`src/rtl/door_lock_sequencer_if.sv`:
```
// Button levels in, lock indications out, for the door lock sequencer.
// The master side drives the buttons; the sequencer is the slave.
interface door_lock_sequencer_if;
   logic       B0;
   logic       B1;
   logic       Correct;
   logic       Incorrect;
   logic       Lockout;
   logic [2:0] Fail_cnt;

   modport master (
      output B0,
      output B1,
      input  Correct,
      input  Incorrect,
      input  Lockout,
      input  Fail_cnt
   );

   modport slave (
      input  B0,
      input  B1,
      output Correct,
      output Incorrect,
      output Lockout,
      output Fail_cnt
   );
endinterface

```
`src/rtl/door_lock_sequencer.sv`:
```
// Two-button door lock sequencer: shifts presses into a code register, evaluates
// against CODE, and drives timed unlock / error / lockout indications.
//
// state    | meaning
// IDLE     | waiting for the first press of an entry
// ENTRY    | collecting presses, inactivity timer running
// EVAL     | one cycle comparing the collected code
// UNLOCKED | Correct held for UNLOCK_CYC cycles
// ERROR    | Incorrect held for ERR_CYC cycles
// LOCKOUT  | Lockout and Incorrect held for LOCKOUT_CYC cycles
module door_lock_sequencer #(
   parameter int                  CODE_LEN    = 4,
   parameter logic [CODE_LEN-1:0] CODE        = 4'b1011,
   parameter int                  MAX_FAIL    = 3,
   parameter int                  UNLOCK_CYC  = 8,
   parameter int                  ERR_CYC     = 4,
   parameter int                  LOCKOUT_CYC = 16,
   parameter int                  IDLE_CYC    = 32
) (
   input  logic                 mClk,
   input  logic                 Rst,
   door_lock_sequencer_if.slave bus
);

   localparam int MAX_UE  = (UNLOCK_CYC > ERR_CYC) ? UNLOCK_CYC : ERR_CYC;
   localparam int MAX_LI  = (LOCKOUT_CYC > IDLE_CYC) ? LOCKOUT_CYC : IDLE_CYC;
   localparam int MAX_CYC = (MAX_UE > MAX_LI) ? MAX_UE : MAX_LI;
   localparam int TMR_W   = (MAX_CYC > 1) ? $clog2(MAX_CYC) : 1;
   localparam int BCNT_W  = $clog2(CODE_LEN + 1);

   localparam logic [TMR_W-1:0]  UNLOCK_TC  = TMR_W'(UNLOCK_CYC - 1);
   localparam logic [TMR_W-1:0]  ERR_TC     = TMR_W'(ERR_CYC - 1);
   localparam logic [TMR_W-1:0]  LOCKOUT_TC = TMR_W'(LOCKOUT_CYC - 1);
   localparam logic [TMR_W-1:0]  IDLE_TC    = TMR_W'(IDLE_CYC - 1);
   localparam logic [BCNT_W-1:0] LAST_BIT   = BCNT_W'(CODE_LEN - 1);
   localparam logic [2:0]        MAX_F      = 3'(MAX_FAIL);

   typedef enum logic [2:0] {
      ST_IDLE,
      ST_ENTRY,
      ST_EVAL,
      ST_UNLOCKED,
      ST_ERROR,
      ST_LOCKOUT
   } state_t;

   state_t              state;
   state_t              next_state;
   logic [TMR_W-1:0]    timer;
   logic [BCNT_W-1:0]   bit_cnt;
   logic [CODE_LEN-1:0] sr;
   logic [2:0]          fail_cnt;
   logic                b0_q;
   logic                b1_q;
   logic                press0;
   logic                press1;
   logic                valid;
   logic                timer_clr;
   logic                correct_d;
   logic                incorrect_d;
   logic                lockout_d;
   logic                correct_q;
   logic                incorrect_q;
   logic                lockout_q;

   // Edge detect against the previous level, so a held button never re-presses.
   assign press0 = bus.B0 & ~b0_q;
   assign press1 = bus.B1 & ~b1_q;
   assign valid  = press0 ^ press1;

   always_ff @(posedge mClk or negedge Rst) begin
      if (!Rst) begin
         state <= ST_IDLE;
      end else begin
         state <= next_state;
      end
   end

   always_comb begin
      next_state = state;
      case (state)
         ST_IDLE: begin
            if (valid) next_state = ST_ENTRY;
         end
         ST_ENTRY: begin
            if (valid) begin
               if (bit_cnt == LAST_BIT) next_state = ST_EVAL;
            end else if (timer == IDLE_TC) begin
               next_state = ST_IDLE;
            end
         end
         ST_EVAL: begin
            if (sr == CODE)                   next_state = ST_UNLOCKED;
            else if (fail_cnt + 3'd1 == MAX_F) next_state = ST_LOCKOUT;
            else                              next_state = ST_ERROR;
         end
         ST_UNLOCKED: begin
            if (timer == UNLOCK_TC) next_state = ST_IDLE;
         end
         ST_ERROR: begin
            if (timer == ERR_TC) next_state = ST_IDLE;
         end
         ST_LOCKOUT: begin
            if (timer == LOCKOUT_TC) next_state = ST_IDLE;
         end
         default: next_state = ST_IDLE;
      endcase
   end

   always_comb begin
      correct_d   = 1'b0;
      incorrect_d = 1'b0;
      lockout_d   = 1'b0;
      case (state)
         ST_UNLOCKED: correct_d = 1'b1;
         ST_ERROR:    incorrect_d = 1'b1;
         ST_LOCKOUT: begin
            incorrect_d = 1'b1;
            lockout_d   = 1'b1;
         end
         default: ;
      endcase
   end

   // Timer restarts on every state entry and on each accepted press during entry.
   assign timer_clr = (state != next_state) || (state == ST_IDLE) || (state == ST_EVAL) ||
                      ((state == ST_ENTRY) && valid);

   always_ff @(posedge mClk or negedge Rst) begin
      if (!Rst) begin
         b0_q     <= 1'b0;
         b1_q     <= 1'b0;
         timer    <= '0;
         bit_cnt  <= '0;
         sr       <= '0;
         fail_cnt <= 3'd0;
      end else begin
         b0_q <= bus.B0;
         b1_q <= bus.B1;

         if (timer_clr) timer <= '0;
         else           timer <= timer + 1'b1;

         case (state)
            ST_IDLE: begin
               if (valid) begin
                  sr      <= {sr[CODE_LEN-2:0], press1};
                  bit_cnt <= BCNT_W'(1);
               end else begin
                  bit_cnt <= '0;
               end
            end
            ST_ENTRY: begin
               if (valid) begin
                  sr      <= {sr[CODE_LEN-2:0], press1};
                  bit_cnt <= bit_cnt + 1'b1;
               end
            end
            default: bit_cnt <= '0;
         endcase

         if (state == ST_EVAL) begin
            if (sr == CODE)           fail_cnt <= 3'd0;
            else if (fail_cnt != MAX_F) fail_cnt <= fail_cnt + 3'd1;
         end else if ((state == ST_LOCKOUT) && (next_state == ST_IDLE)) begin
            fail_cnt <= 3'd0;
         end
      end
   end

   always_ff @(posedge mClk or negedge Rst) begin
      if (!Rst) begin
         correct_q   <= 1'b0;
         incorrect_q <= 1'b0;
         lockout_q   <= 1'b0;
      end else begin
         correct_q   <= correct_d;
         incorrect_q <= incorrect_d;
         lockout_q   <= lockout_d;
      end
   end

   assign bus.Correct   = correct_q;
   assign bus.Incorrect = incorrect_q;
   assign bus.Lockout   = lockout_q;
   assign bus.Fail_cnt  = fail_cnt;

endmodule

```
`src/flat_wrapper.sv`:
```
// flat-port wrapper written by rule: the top's interface ports become plain ports
module door_lock_sequencer_flat 
#(
   parameter int                  CODE_LEN    = 4,
   parameter logic [CODE_LEN-1:0] CODE        = 4'b1011,
   parameter int                  MAX_FAIL    = 3,
   parameter int                  UNLOCK_CYC  = 8,
   parameter int                  ERR_CYC     = 4,
   parameter int                  LOCKOUT_CYC = 16,
   parameter int                  IDLE_CYC    = 32
)
  (mClk, Rst, bus_B0, bus_B1, bus_Correct, bus_Incorrect, bus_Lockout, bus_Fail_cnt);
  door_lock_sequencer_if bus_i ();
  input  logic mClk;
  input  logic Rst;
  input wire logic [$bits(bus_i.B0)-1:0] bus_B0;
  input wire logic [$bits(bus_i.B1)-1:0] bus_B1;
  output wire logic [$bits(bus_i.Correct)-1:0] bus_Correct;
  output wire logic [$bits(bus_i.Incorrect)-1:0] bus_Incorrect;
  output wire logic [$bits(bus_i.Lockout)-1:0] bus_Lockout;
  output wire logic [$bits(bus_i.Fail_cnt)-1:0] bus_Fail_cnt;
  assign bus_i.B0 = bus_B0;
  assign bus_i.B1 = bus_B1;
  assign bus_Correct = bus_i.Correct;
  assign bus_Incorrect = bus_i.Incorrect;
  assign bus_Lockout = bus_i.Lockout;
  assign bus_Fail_cnt = bus_i.Fail_cnt;
  door_lock_sequencer #(.CODE_LEN(CODE_LEN), .CODE(CODE), .MAX_FAIL(MAX_FAIL), .UNLOCK_CYC(UNLOCK_CYC), .ERR_CYC(ERR_CYC), .LOCKOUT_CYC(LOCKOUT_CYC), .IDLE_CYC(IDLE_CYC)) u_core (.mClk(mClk), .Rst(Rst), .bus(bus_i));
endmodule
```
`config.mk`:
```
export PLATFORM = sky130hd
export DESIGN_NAME = door_lock_sequencer_flat
export DESIGN_NICKNAME = d
export VERILOG_FILES = /design/src/rtl/door_lock_sequencer_if.sv /design/src/rtl/door_lock_sequencer.sv /design/src/flat_wrapper.sv
export SDC_FILE = /design/constraint.sdc
export NUM_CORES = 1
export LEC_CHECK = 0
export ABC_AREA = 1
export CAP_MARGIN = 20
export CORE_ASPECT_RATIO = 0.75
export CORE_UTILIZATION = 40
export DETAILED_ROUTE_END_ITERATION = 16
export SYNTH_ARGS = -nofsm -noshare
export SYNTH_HDL_FRONTEND = slang
export SYNTH_SLANG_ARGS = --single-unit
export TNS_END_PERCENT = 100
```
`constraint.sdc`:
```
create_clock -name mClk -period 3.23 [get_ports mClk]
set_input_delay 0.646 -clock mClk [delete_from_list [all_inputs] [get_ports mClk]]
set_output_delay 0.646 -clock mClk [all_outputs]
set_load 0.02 [all_outputs]
```
Word-level counts from Yosys, hierarchy flattened
Index checks and enable logic that the tools add are counted.
{ "totals": {"register_bits": 23} }
{ "classes": {"addsub": 3, "eq_ne": 16, "mux": 21, "bitwise_logic": 5, "n_reduce_logical": 12} }
{ "op_table": {"columns": ["operator", "count"], "rows": [
  ["3-bit 2-to-1 mux", 13],
  ["3-bit case mux with 6 select lines", 1],
  ["3-bit by 2-bit == test with 1-bit output, second input constant", 4],
  ["3-bit by 1-bit adder with 3-bit output, second input constant", 2],
  ["3-bit == test, second input constant", 2],
  ["3-bit logical NOT", 2],
  ["3-bit by 2-bit != test with 1-bit output, second input constant", 2],
  ["3-bit case mux with 2 select lines", 1],
  ["5-bit by 1-bit adder with 5-bit output, second input constant", 1],
  ["5-bit by 2-bit == test with 1-bit output, second input constant", 1],
  ["5-bit by 3-bit == test with 1-bit output, second input constant", 1],
  ["5-bit by 4-bit == test with 1-bit output, second input constant", 1],
  ["5-bit == test, second input constant", 1],
  ["1-bit 2-to-1 mux", 5],
  ["5-bit 2-to-1 mux", 1],
  ["4-bit == test, second input constant", 1],
  ["2-bit AND reduction", 2],
  ["2-bit OR reduction", 2],
  ["3-bit by 1-bit == test with 1-bit output, second input constant", 1],
  ["1-bit logical OR", 3],
  ["3-bit != test", 1],
  ["1-bit bitwise AND", 2],
  ["1-bit logical AND", 2],
  ["2-bit by 1-bit != test with 1-bit output, second input constant", 1],
  ["3 further kinds", 4]
]} }

Longest topological paths before layout
Gate-level depths: netlist of run 1.
{ "depth": {"depth_word": 10, "mapped_depth": 12, "mapped_depth_nobuf": 12} }

Worst setup path after synthesis of run 1
OpenSTA, ideal clock, no wires.
{ "synth_timing": {"kind": "reg2reg", "start": "register u_core.timer[0]", "end": "register u_core.timer[0]", "arrival_time_ns": 1.573, "required_ns": 3.158, "path_slack_ns": 1.585, "stages_incl_launch_ff": 13, "period_less_slack_ns": 1.645, "path_cell_list": "dfrtp_1 -> ha_1 -> nand2_1 -> nor2_1 -> ha_1 -> inv_1 -> nand4_1 -> nand2_1 -> nor2_4 -> nand3_2 -> nand2_1 -> nand3_2 -> nor2_1"} }
{ "synth_between": {"elab_chain_cells": 9, "elab_cells_between_ends": 16} }
{ "synth_rtl": {"columns": ["item", "line", "rtl"], "rows": [
  ["start: declaration", "door_lock_sequencer.sv:49", "logic [TMR_W-1:0] timer;"],
  ["start signal: assignment", "door_lock_sequencer.sv:142", "else timer <= timer + 1'b1;"],
  ["5-bit == test", "door_lock_sequencer.sv:88", "end else if (timer == IDLE_TC) begin"],
  ["3-bit 2-to-1 mux", "door_lock_sequencer.sv:88", null],
  ["3-bit 2-to-1 mux", "door_lock_sequencer.sv:86", "if (valid) begin"],
  ["3-bit case mux with 6 select lines *", "door_lock_sequencer.sv:81", "case (state)"],
  ["named net u_core.next_state[0]", "door_lock_sequencer.sv:48", "state_t next_state;"],
  ["3-bit != test *", "door_lock_sequencer.sv:126", "assign timer_clr = (state != next_state) || (state == ST_IDLE) || (state == ST_EVAL) ||"],
  ["1-bit logical OR * (3 in series)", "door_lock_sequencer.sv:126", null],
  ["5-bit 2-to-1 mux *", "door_lock_sequencer.sv:141", "if (timer_clr) timer <= '0;"]
]} }
The timed path passes the listed nets; every way through them passes the cells marked *.
A chain may end at the register's enable or synchronous reset.

Final worst setup path of run 1
{ "layout_timing": {"start": "input port bus_B1", "end": "register u_core.timer[4]"} }
{ "layout_between": {"elab_chain_cells": 9, "elab_cells_between_ends": 11} }
{ "layout_rtl": {"columns": ["item", "line", "rtl"], "rows": [
  ["start: declaration", "flat_wrapper.sv:17", "input wire logic [$bits(bus_i.B1)-1:0] bus_B1;"],
  ["1-bit bitwise AND *", "door_lock_sequencer.sv:68", "assign press1 = bus.B1 & ~b1_q;"],
  ["1-bit bitwise XOR *", "door_lock_sequencer.sv:69", "assign valid = press0 ^ press1;"],
  ["3-bit 2-to-1 mux (on tied branches)", "door_lock_sequencer.sv:86, door_lock_sequencer.sv:83", null],
  ["3-bit case mux with 6 select lines", "door_lock_sequencer.sv:81", null],
  ["3-bit != test", "door_lock_sequencer.sv:126", null],
  ["1-bit logical OR (2 in series)", "door_lock_sequencer.sv:126", null],
  ["1-bit logical OR *", "door_lock_sequencer.sv:126", null],
  ["5-bit 2-to-1 mux *", "door_lock_sequencer.sv:141", null]
]} }
Every way passes the cells marked *; elsewhere a longest branch is shown, timed or not.

==> results of run 1 <==
## power groups by stage
stage | clock network, mW | logic (mW) | registers [mW]
2_1_floorplan | 0 | 0.273 | 0.431
3_3_place_gp | 0 | 0.368 | 0.429
3_5_place_dp | 0 | 0.370 | 0.432
4_1_cts | 0.187 | 0.371 | 0.425
5_1_grt | 0.197 | 0.424 | 0.440
6_report | 0.178 | 0.368 | 0.425
## worst min path at each step
stage                       to  slack (ns)            start  cells past startpoint
6_report       u_core.timer[0]        0.46  u_core.timer[0]                      1
3_5_place_dp   u_core.timer[0]        0.46  u_core.timer[0]                      1
5_1_grt        u_core.timer[0]        0.50  u_core.timer[0]                      1
2_1_floorplan      u_core.b0_q        0.35              Rst                      0
3_3_place_gp   u_core.timer[0]        0.45  u_core.timer[0]                      1
4_1_cts        u_core.timer[0]        0.47  u_core.timer[0]                      1
## cell type report
cell class,instances,area share
Multi-Input combinational cell,99,0.403
Sequential cell,23,0.402
Clock buffer,3,0.0288
Inverter,23,0.0611
Timing Repair Buffer,10,0.0681
Clock inverter,1,0.00349
Tap cell,38,0.0332
## state kept, by name, indices dropped and copies added (netlist names)
signal	cells
u_core.bus.Fail_cnt	3
u_core.b1_q	1
u_core.bus.Incorrect	1
u_core.timer	5
u_core.state	3
u_core.bus.Lockout	1
u_core.bit_cnt	3
u_core.bus.Correct	1
u_core.sr	4
u_core.b0_q	1
## per-stage QoR
step	util	setup slack (ns)	power (mW)	instance area, sq um	hold slack [ns]
2_1_floorplan	-	1.59	0.704	1250	0.350
3_3_place_gp	0.469	1.08	0.797	1390	0.452
3_5_place_dp	0.469	1.00	0.802	1390	0.459
4_1_cts	0.485	1.28	0.984	1430	0.470
5_1_grt	0.485	1.13	1.06	1430	0.504
6_report	0.485	1.30	0.971	1430	0.463
## kinds of logic after synthesis
| group | Yosys count | share of synthesized area |
|---|---|---|
| adders and majority gates | 8 | 0.0802 |
| and+or+nand+nor | 78 | 0.309 |
| DFF | 23 | 0.461 |
| AOI/OAI and AO/OA | 11 | 0.0601 |
| xor gates and xnor gates | 2 | 0.0140 |
| buffers and inverters | 24 | 0.0761 |
## layer usage
| metal | GRT usage | share of wire | vias to the layer above |
|---|---|---|---|
| met5 | 0 | 0 | - |
| met4 | 0.0426 | 0.0038 | 0 |
| met3 | 0.0477 | 0.034 | 2 |
| met2 | 0.235 | 0.44 | 11 |
| met1 | 0.211 | 0.52 | 441 |
| li1 | - | - | 491 |
## cell usage in the layout, fill, tap and decap left out, types with 4 or more instances in the layout
cell / netlist / final
sky130_fd_sc_hd__nand2_1: 32 / 32
sky130_fd_sc_hd__dfrtp_1: 23 / 23
sky130_fd_sc_hd__inv_1: 18 / 18
sky130_fd_sc_hd__nor2_1: 17 / 17
sky130_fd_sc_hd__nand3_1: 10 / 10
sky130_fd_sc_hd__clkdlybuf4s50_1: 0 / 9
sky130_fd_sc_hd__ha_1: 8 / 8
sky130_fd_sc_hd__o21ai_1: 5 / 5
sky130_fd_sc_hd__inv_2: 4 / 4
sky130_fd_sc_hd__nand4_1: 4 / 4
sky130_fd_sc_hd__nand2_2: 4 / 4
## critical path, cell delays in order
cell and delay (ns):
sky130_fd_sc_hd__clkdlybuf4s50_1 0.49, sky130_fd_sc_hd__inv_1 0.05, sky130_fd_sc_hd__nor2_1 0.15, sky130_fd_sc_hd__nand2_1 0.07, sky130_fd_sc_hd__nand2_1 0.11, sky130_fd_sc_hd__nand3_1 0.18
sky130_fd_sc_hd__nand4_1 0.17, sky130_fd_sc_hd__nand3_2 0.13, sky130_fd_sc_hd__nor2_1 0.11
==> out/qor.txt, run 1 <==
POWER AND IR DROP
----------------------------------------------------------------------------------
Portion of total power attributed to combinational logic                     0.379
Share of total power in the clock network                                    0.183
Switching share of power                                                     0.394
Fraction of power consumed by sequential logic                               0.438
Internal power component                                                    589 uW
Net Sw Power                                                                382 uW
Largest vdd supply drop                                                     409 uV
Static power due to leakage                                               0.724 nW
Power Density                                                          678 nW/um^2

CRITICAL PATH
----------------------------------------------------------------------------------
Data arrival time at the worst-slack endpoint                              2.12 ns
Largest fanout on the critical path                                              5
Critical path capture point                                           u_core.timer[4]
Endpoint of the worst register-to-register path                       u_core.timer[4]
Critical path data required time                                           3.42 ns
CP startpoint kind                                                    primary input
Worst-case register-to-register setup slack                                1.33 ns
Critical path launch point                                                  bus_B1
Critical register-to-register path startpoint                         u_core.timer[0]
Depth of the worst register-to-register path                                    12
Category of the worst setup path capture point                                flop
Crit path kind                                                           in -> reg

CTS
----------------------------------------------------------------------------------
Root buffer cell                                                      sky130_fd_sc_hd__clkbuf_8
Count of hold buffers inserted by post-cts repair                                0
Maximum buffer depth of the clock tree                                           2
Buffers inserted during post-CTS setup optimization                              0
H-tree depth                                                                     1
CTS clock-pin slew for the worst setup and hold paths                      0.08 ns
Source-to-sink clock delay at the later pin of the worst-skew pair         0.27 ns
Number of sinks driven by the clock tree                                        23
Number of clock buffers inserted by TritonCTS                                    3
Clock tree from TritonCTS                                                    built
Total of cells resized after clock tree synthesis                                0

DETAILED ROUTING
----------------------------------------------------------------------------------
Routed length per instance                                            10.6 microns
Post-detailed-route count of antenna-violating nets                              0
Iteration count of the initial detailed-routing pass                             4
Total routed wirelength                                                    2.10 mm
Via count of the routed design                                                 945
Total DRC errors in the routed layout                                            0
Vias per cell                                                                 4.80
First-iteration detailed-routing DRC count                                      28

TIMING
----------------------------------------------------------------------------------
RSZ-0062 raised after global routing                                         false
Post-route clock period utilization                                          0.597
Worst-Margin Slew                                                         0.318 ns
Peak clock frequency supported by timing                                   519 MHz
Minimum clock period                                                       1.93 ns
Final number of setup-violating endpoints                                        0
Headroom to the max-slew limit                                               0.787
Total Negative Setup Slacks                                                   0 ns
Count of final hold-check violations                                             0
Number of pins exceeding their max-slew limit in the final report                0
Final worst clock skew                                                  0.00631 ns

FINAL LAYOUT
----------------------------------------------------------------------------------
Antenna diode count                                                              0
Footprint of the multi-input gates                                       578 sq um
Fillers                                                                        273
Total number of nets in the final design                                       172
Signed area change from the synthesized netlist to the final layout          14.7%
Proportion of layout cells with a drive suffix above 1                       0.157
Post-route insts no fill                                                       197
Area taken by flip-flops and latches                                     576 sq um

SYNTH
----------------------------------------------------------------------------------
Syn Nets                                                                       158
Post-synthesis async set-or-reset flop share                                  1.00
Top-area cell type share of the netlist area                                 0.461
Top_reg_cell synth                                                    sky130_fd_sc_hd__dfrtp_1
Synthesis-stage register bit count                                              23
Number of enable flip-flop cells after synthesis                                 0
Mean area per synthesized cell                                          8.55 sq um
Top cell types by occurrence after synthesis                          sky130_fd_sc_hd__nand2_1, sky130_fd_sc_hd__dfrtp_1, sky130_fd_sc_hd__inv_1
Synthesis Warnings                                                               0
Leading area contributor after synthesis                              sky130_fd_sc_hd__dfrtp_1
Leading post-synthesis cells by cell area                             sky130_fd_sc_hd__dfrtp_1, sky130_fd_sc_hd__nand2_1, sky130_fd_sc_hd__ha_1
Number of cells produced by synthesis                                          146
Most repeated cell in the gate-level netlist after synthesis          sky130_fd_sc_hd__nand2_1
Share of the yosys chip area belonging to registers                          0.461
Cell area after synthesis                                               1250 sq um
Library cells used by synthesis                                                 26

GLOBAL ROUTING
----------------------------------------------------------------------------------
Global-route total usage across every layer                                  0.154
Maximum number of pins on one net before global-route repair                    24
Remaining global-route overflow                                                  0
Via count of the first global-routing pass                                     878
First-pass GRT wire length                                                 3.83 mm
Antenna violations before repair                                                 0

DIE
----------------------------------------------------------------------------------
Area enclosed by the die boundary                                       3350 sq um
Top-level I/O count                                                             10
Core Region                                                             2960 sq um
Chip height                                                           50.4 microns
Starting utilization of the core area                                        0.422
Die X-Extent                                                          66.5 microns
Total number of placement rows                                                  17

JOB
----------------------------------------------------------------------------------
Max_cap viols                                                                    0

PLACE
----------------------------------------------------------------------------------
Detailed Place HPWL                                                        1.65 mm
IO buf count                                                                     9
Placer Congestion                                                            0.794
Instance count after placement with tap cells included                         193

MIN PATH
----------------------------------------------------------------------------------
Min-delay worst type                                                    reg -> reg

OUTCOME
----------------------------------------------------------------------------------
Result of the run                                                        completed

Note: power is estimated with default switching activity, not from simulation.
==> run 2: changes to the inputs <==
- clock period: 3.23 -> 1.9 ns (I/O delays scaled with it)
==> out/qor.txt, run 2 (same netlist as run 1, synthesis figures left out) <==
FINAL LAYOUT
----------------------------------------------------------------------------------
Most flops, register                                                  u_core.timer
Most common cell after layout, fill and taps aside                    sky130_fd_sc_hd__nand2_1
Antenna diode count                                                              0
Footprint of the multi-input gates                                       626 sq um
Share of the core filled with cells                                          0.516
Signed area change from the synthesized netlist to the final layout          22.1%
Total number of nets in the final design                                       178
Leading registers by flop count                                       u_core.timer (5), u_core.sr (4)
Fillers                                                                        294
Total non-filler cell area in the finished layout                       1530 sq um
Commonest cells after routing, fill and taps aside                    sky130_fd_sc_hd__nand2_1, sky130_fd_sc_hd__dfrtp_1, sky130_fd_sc_hd__inv_1, sky130_fd_sc_hd__nor2_1, sky130_fd_sc_hd__nand3_1
Max FFs per register                                                             5
Area taken by flip-flops and latches                                     576 sq um
Proportion of layout cells with a drive suffix above 1                       0.267

GLOBAL ROUTING
----------------------------------------------------------------------------------
First-pass GRT wire length                                                 4.13 mm
Met2 routing resource usage after global routing                             0.270
Remaining global-route overflow                                                  0
GR Layer Usage met1                                                          0.217
Via count of the first global-routing pass                                     954
Met3 layer usage reported by global route                                   0.0477
Antenna violations before repair                                                 0
Global-route total usage across every layer                                  0.165
Grt peak-use layer                                                            met2
Maximum number of pins on one net before global-route repair                    24

POWER AND IR DROP
----------------------------------------------------------------------------------
Power Density                                                         1170 nW/um^2
Static power due to leakage                                               0.752 nW
Largest vdd supply drop                                                     693 uV
Tot Pwr                                                                    1.79 mW

TIMING
----------------------------------------------------------------------------------
Count of final hold-check violations                                             0
Number of pins exceeding their max-slew limit in the final report                0
Post-route clock period utilization                                          0.971
Worst-Margin Slew                                                         0.326 ns
Hold slack                                                                0.463 ns
Peak clock frequency supported by timing                                   542 MHz
Total Negative Setup Slacks                                                   0 ns
Final number of setup-violating endpoints                                        0
Minimum clock period                                                       1.85 ns
RSZ-0062 raised after global routing                                          true
Headroom to the max-slew limit                                               0.781
Final worst clock skew                                                  0.00532 ns

CRITICAL PATH
----------------------------------------------------------------------------------
Data arrival time at the worst-slack endpoint                              2.04 ns
Category of the worst setup path capture point                                flop
Critical path data required time                                           2.09 ns
Crit path kind                                                          reg -> reg
Largest fanout on the critical path                                              5
Worst-case register-to-register setup slack                                0.05 ns
Critical path launch point                                            u_core.timer[0]
CP startpoint kind                                                            flop
Endpoint of the worst register-to-register path                       u_core.timer[0]
Critical register-to-register path startpoint                         u_core.timer[0]
Depth of the worst register-to-register path                                    12

JOB
----------------------------------------------------------------------------------
Max_cap viols                                                                    0

PLACE
----------------------------------------------------------------------------------
Placer Congestion                                                            0.773
Detailed Place HPWL                                                        1.70 mm
IO buf count                                                                     9
Cell area after placement                                               1400 sq um

DETAILED ROUTING
----------------------------------------------------------------------------------
Vias per cell                                                                 4.90
Routed length per instance                                            11.6 microns
Via count of the routed design                                                 994
Iteration count of the initial detailed-routing pass                             4
Post-detailed-route count of antenna-violating nets                              0
Total routed wirelength                                                    2.35 mm
First-iteration detailed-routing DRC count                                      44
Total DRC errors in the routed layout                                            0

DIE
----------------------------------------------------------------------------------
Core Region                                                             2960 sq um
Die X-Extent                                                          66.5 microns
Chip height                                                           50.4 microns
Starting utilization of the core area                                        0.422
Top-level I/O count                                                             10
Total number of placement rows                                                  17
Area enclosed by the die boundary                                       3350 sq um

CTS
----------------------------------------------------------------------------------
Clock tree from TritonCTS                                                    built
Root buffer cell                                                      sky130_fd_sc_hd__clkbuf_8
H-tree depth                                                                     1
CTS clock-pin slew for the worst setup and hold paths                      0.08 ns
Number of sinks driven by the clock tree                                        23
Maximum buffer depth of the clock tree                                           2
Number of clock buffers inserted by TritonCTS                                    3
Source-to-sink clock delay at the later pin of the worst-skew pair         0.26 ns

OUTCOME
----------------------------------------------------------------------------------
Result of the run                                                        completed

MIN PATH
----------------------------------------------------------------------------------
Min-delay worst type                                                   in -> async

[run 2: changes by cell type in the layout (fill, tap and decap cells not counted), moves of 2 or more]
cell / delta
sky130_fd_sc_hd__buf_4: +6
sky130_fd_sc_hd__ha_1: -2
sky130_fd_sc_hd__nor2_1: -7
sky130_fd_sc_hd__nand2_1: -3
sky130_fd_sc_hd__ha_2: +2
sky130_fd_sc_hd__nand2_2: +3
sky130_fd_sc_hd__nor2_2: +5
sky130_fd_sc_hd__nor2_4: +2
[run 2: stage by stage]
step / setup slack [ns] / instances
3_3_place_gp: 0.0383 / 195
4_1_cts: 0.0337 / 199
5_1_grt: -0.0534 / 203
2_1_floorplan: 0.255 / 146
3_5_place_dp: -0.0735 / 195
6_report: 0.0542 / 203
[run 2: report_power, final]
part,leakage (nW),internal (mW),switching [mW]
Combinational,0.424,0.301,0.470
Sequential,0.302,0.618,0.108
Clock,0.0255,0.146,0.147
[run 2: area by class of cell]
class	count	area share
Multi-Input combinational cell	99	0.410
Sequential cell	23	0.377
Timing Repair Buffer	16	0.0935
Inverter	23	0.0574
Tap cell	38	0.0312
Clock buffer	3	0.0271
Clock inverter	1	0.00328
[run 2: timing repair]
item / 4_1_cts / 5_1_grt
setup buffers: 0 / 4
gates resized for setup: 0 / 16
hold buffers: 0 / 0
endpoints found under the setup margin: 0 / 5
[run 2: worst max path at each step]
stage / endpoint / slack (ns) / depth (start not counted)
after floorplan: u_core.timer[0] / 0.26 / 12
after global placement: u_core.timer[2] / 0.04 / 9
after detailed placement: u_core.timer[4] / -0.07 / 9
after CTS: u_core.timer[4] / 0.03 / 12
after global routing: u_core.timer[0] / -0.05 / 12
final: u_core.timer[0] / 0.05 / 12
[run 2: routing by layer]
metal | part of all wire | vias to the layer above
li1 | - | 506
met1 | 0.47 | 464
met2 | 0.48 | 22
met3 | 0.045 | 2
met4 | 0.0059 | 0
met5 | 0 | -
[run 2: worst max-delay path, cell delays in order, from the launching register on]
cell	delay, ns
sky130_fd_sc_hd__dfrtp_1	0.39
sky130_fd_sc_hd__ha_2	0.21
sky130_fd_sc_hd__nand2_2	0.08
sky130_fd_sc_hd__nor2_4	0.12
sky130_fd_sc_hd__ha_2	0.20
sky130_fd_sc_hd__inv_2	0.03
sky130_fd_sc_hd__nand4_1	0.12
sky130_fd_sc_hd__nand2_2	0.08
sky130_fd_sc_hd__nor2_4	0.11
sky130_fd_sc_hd__nand3_2	0.09
sky130_fd_sc_hd__nand2_2	0.10
sky130_fd_sc_hd__nand3_4	0.11
sky130_fd_sc_hd__nor2_2	0.13
==> run 3: changes to the inputs <==
- PLACE_DENSITY: default -> 0.58
==> out/qor.txt, run 3 (same netlist as run 1, synthesis figures left out) <==
OUTCOME
----------------------------------------------------------------------------------
Result of the run                                                        completed

DIE
----------------------------------------------------------------------------------
Total number of placement rows                                                  17
Die X-Extent                                                          66.5 microns
Top-level I/O count                                                             10
Core Region                                                             2960 sq um
Starting utilization of the core area                                        0.422
Chip height                                                           50.4 microns
Area enclosed by the die boundary                                       3350 sq um

CTS
----------------------------------------------------------------------------------
Root buffer cell                                                      sky130_fd_sc_hd__clkbuf_8
H-tree depth                                                                     1
Clock tree from TritonCTS                                                    built
Number of clock buffers inserted by TritonCTS                                    3
CTS clock-pin slew for the worst setup and hold paths                      0.08 ns
Number of sinks driven by the clock tree                                        23
Source-to-sink clock delay at the later pin of the worst-skew pair         0.27 ns
Maximum buffer depth of the clock tree                                           2

CRITICAL PATH
----------------------------------------------------------------------------------
Category of the worst setup path capture point                                flop
Endpoint of the worst register-to-register path                       u_core.timer[4]
Critical path data required time                                           2.07 ns
Data arrival time at the worst-slack endpoint                              2.00 ns
Critical register-to-register path startpoint                         u_core.timer[0]
Largest fanout on the critical path                                              5
Crit path kind                                                          reg -> reg
Depth of the worst register-to-register path                                    11
Worst-case register-to-register setup slack                                0.06 ns
CP startpoint kind                                                            flop

PLACE
----------------------------------------------------------------------------------
IO buf count                                                                     9
Instance count after placement with tap cells included                         195
Placer Congestion                                                            0.771
Cell area after placement                                               1400 sq um
Detailed Place HPWL                                                        1.63 mm

TIMING
----------------------------------------------------------------------------------
Post-route clock period utilization                                          0.966
Final number of setup-violating endpoints                                        0
Worst-Margin Slew                                                         0.345 ns
Number of pins exceeding their max-slew limit in the final report                0
Final worst clock skew                                                  0.00113 ns
Minimum clock period                                                       1.84 ns
Peak clock frequency supported by timing                                   545 MHz
Headroom to the max-slew limit                                               0.769
Count of final hold-check violations                                             0
Total Negative Setup Slacks                                                   0 ns

GLOBAL ROUTING
----------------------------------------------------------------------------------
Global-route total usage across every layer                                  0.159
Remaining global-route overflow                                                  0
First-pass GRT wire length                                                 3.92 mm
Maximum number of pins on one net before global-route repair                    24
Antenna violations before repair                                                 0
Via count of the first global-routing pass                                     881

MIN PATH
----------------------------------------------------------------------------------
Min-delay worst type                                                   in -> async

FINAL LAYOUT
----------------------------------------------------------------------------------
Leading registers by flop count                                       u_core.timer (5), u_core.sr (4)
Share of the core filled with cells                                          0.505
Total number of nets in the final design                                       176
Post-route insts no fill                                                       201
Total non-filler cell area in the finished layout                       1490 sq um
Proportion of layout cells with a drive suffix above 1                       0.233
Most flops, register                                                  u_core.timer
Signed area change from the synthesized netlist to the final layout          19.6%
Max FFs per register                                                             5
Commonest cells after routing, fill and taps aside                    sky130_fd_sc_hd__nand2_1, sky130_fd_sc_hd__dfrtp_1, sky130_fd_sc_hd__inv_1, sky130_fd_sc_hd__nor2_1, sky130_fd_sc_hd__nand3_1
Most common cell after layout, fill and taps aside                    sky130_fd_sc_hd__nand2_1
Antenna diode count                                                              0

DETAILED ROUTING
----------------------------------------------------------------------------------
Post-detailed-route count of antenna-violating nets                              0
Routed length per instance                                            11.5 microns
Iteration count of the initial detailed-routing pass                             4
First-iteration detailed-routing DRC count                                      16
Total routed wirelength                                                    2.30 mm
Vias per cell                                                                 4.72
Via count of the routed design                                                 948
Total DRC errors in the routed layout                                            0

JOB
----------------------------------------------------------------------------------
Max_cap viols                                                                    0

POWER AND IR DROP
----------------------------------------------------------------------------------
Power Density                                                         1170 nW/um^2
Portion of total power attributed to combinational logic                     0.410
Tot Pwr                                                                    1.75 mW
Share of total power in the clock network                                    0.175
Static power due to leakage                                               0.739 nW
Largest vdd supply drop                                                     623 uV
Internal power component                                                   1.04 mW
Net Sw Power                                                                714 uW
Switching share of power                                                     0.407
Fraction of power consumed by sequential logic                               0.415

-- run 3: changes by cell type in the layout (fill, tap and decap cells not counted), sizes merged --
cell | previous run | this run
clkinv | 2 | 1
buf | 7 | 5
clkbuf | 3 | 4
-- run 3: layout make-up --
| cell class | count | area (sq um) |
|---|---|---|
| clock buffer | 4 | 45.0 |
| fill | 280 | 1460 |
| inverter | 23 | 87.6 |
| multi-input combinational | 99 | 611 |
| sequential | 23 | 576 |
| tap | 38 | 47.5 |
| timing repair buffer | 14 | 128 |
-- run 3: what timing repair did --
| action | CTS | global route |
|---|---|---|
| setup endpoints to repair | 0 | 5 |
| hold buffers | 0 | 0 |
| buffers inserted | 0 | 2 |
| resized for setup | 0 | 11 |
-- run 3: worst max-delay path, stage by stage, from the launching register on --
cell,delay [ns]
sky130_fd_sc_hd__dfrtp_1,0.40
sky130_fd_sc_hd__ha_2,0.19
sky130_fd_sc_hd__nand2_1,0.07
sky130_fd_sc_hd__nor2_2,0.15
sky130_fd_sc_hd__ha_2,0.21
sky130_fd_sc_hd__inv_1,0.05
sky130_fd_sc_hd__nand4_1,0.12
sky130_fd_sc_hd__nand2_2,0.09
sky130_fd_sc_hd__nor2_4,0.11
sky130_fd_sc_hd__nand4_1,0.15
sky130_fd_sc_hd__nand3_4,0.15
sky130_fd_sc_hd__nor2_1,0.05
-- run 3: metrics by stage --
step                setup WS, ns  hold WS [ns]
floorplan                  0.255        0.0844
CTS                       0.0787         0.464
global placement          0.0441         0.454
finish                    0.0649         0.466
detailed placement       -0.0523         0.454
global route             -0.0546         0.494
-- run 3: worst max path at each step --
stage | from | to | slack, ns | cells past startpoint
3_3_place_gp | bus_B1 | u_core.timer[3] | 0.04 | 9
3_5_place_dp | bus_B1 | u_core.timer[3] | -0.05 | 9
5_1_grt | u_core.timer[0] | u_core.timer[1] | -0.05 | 12
6_report | u_core.timer[0] | u_core.timer[4] | 0.06 | 11
4_1_cts | u_core.timer[0] | u_core.timer[3] | 0.08 | 12
2_1_floorplan | u_core.timer[0] | u_core.timer[0] | 0.26 | 12
-- run 3: layer usage --
| metal | routed length, microns | vias to the layer above | GRT usage |
|---|---|---|---|
| li1 | - | 502 | - |
| met1 | 1160 | 432 | 0.222 |
| met2 | 1040 | 10 | 0.233 |
| met3 | 80 | 4 | 0.0545 |
| met4 | 27 | 0 | 0.0461 |
| met5 | 0 | - | 0 |
-- run 3: power by group through the flow --
stage               clock network (mW)  logic [mW]  registers, mW
global placement                     0       0.639          0.729
detailed placement                   0       0.646          0.731
global route                     0.340       0.804          0.749
CTS                              0.320       0.653          0.722
floorplan                            0       0.464          0.733
finish                           0.307       0.720          0.727
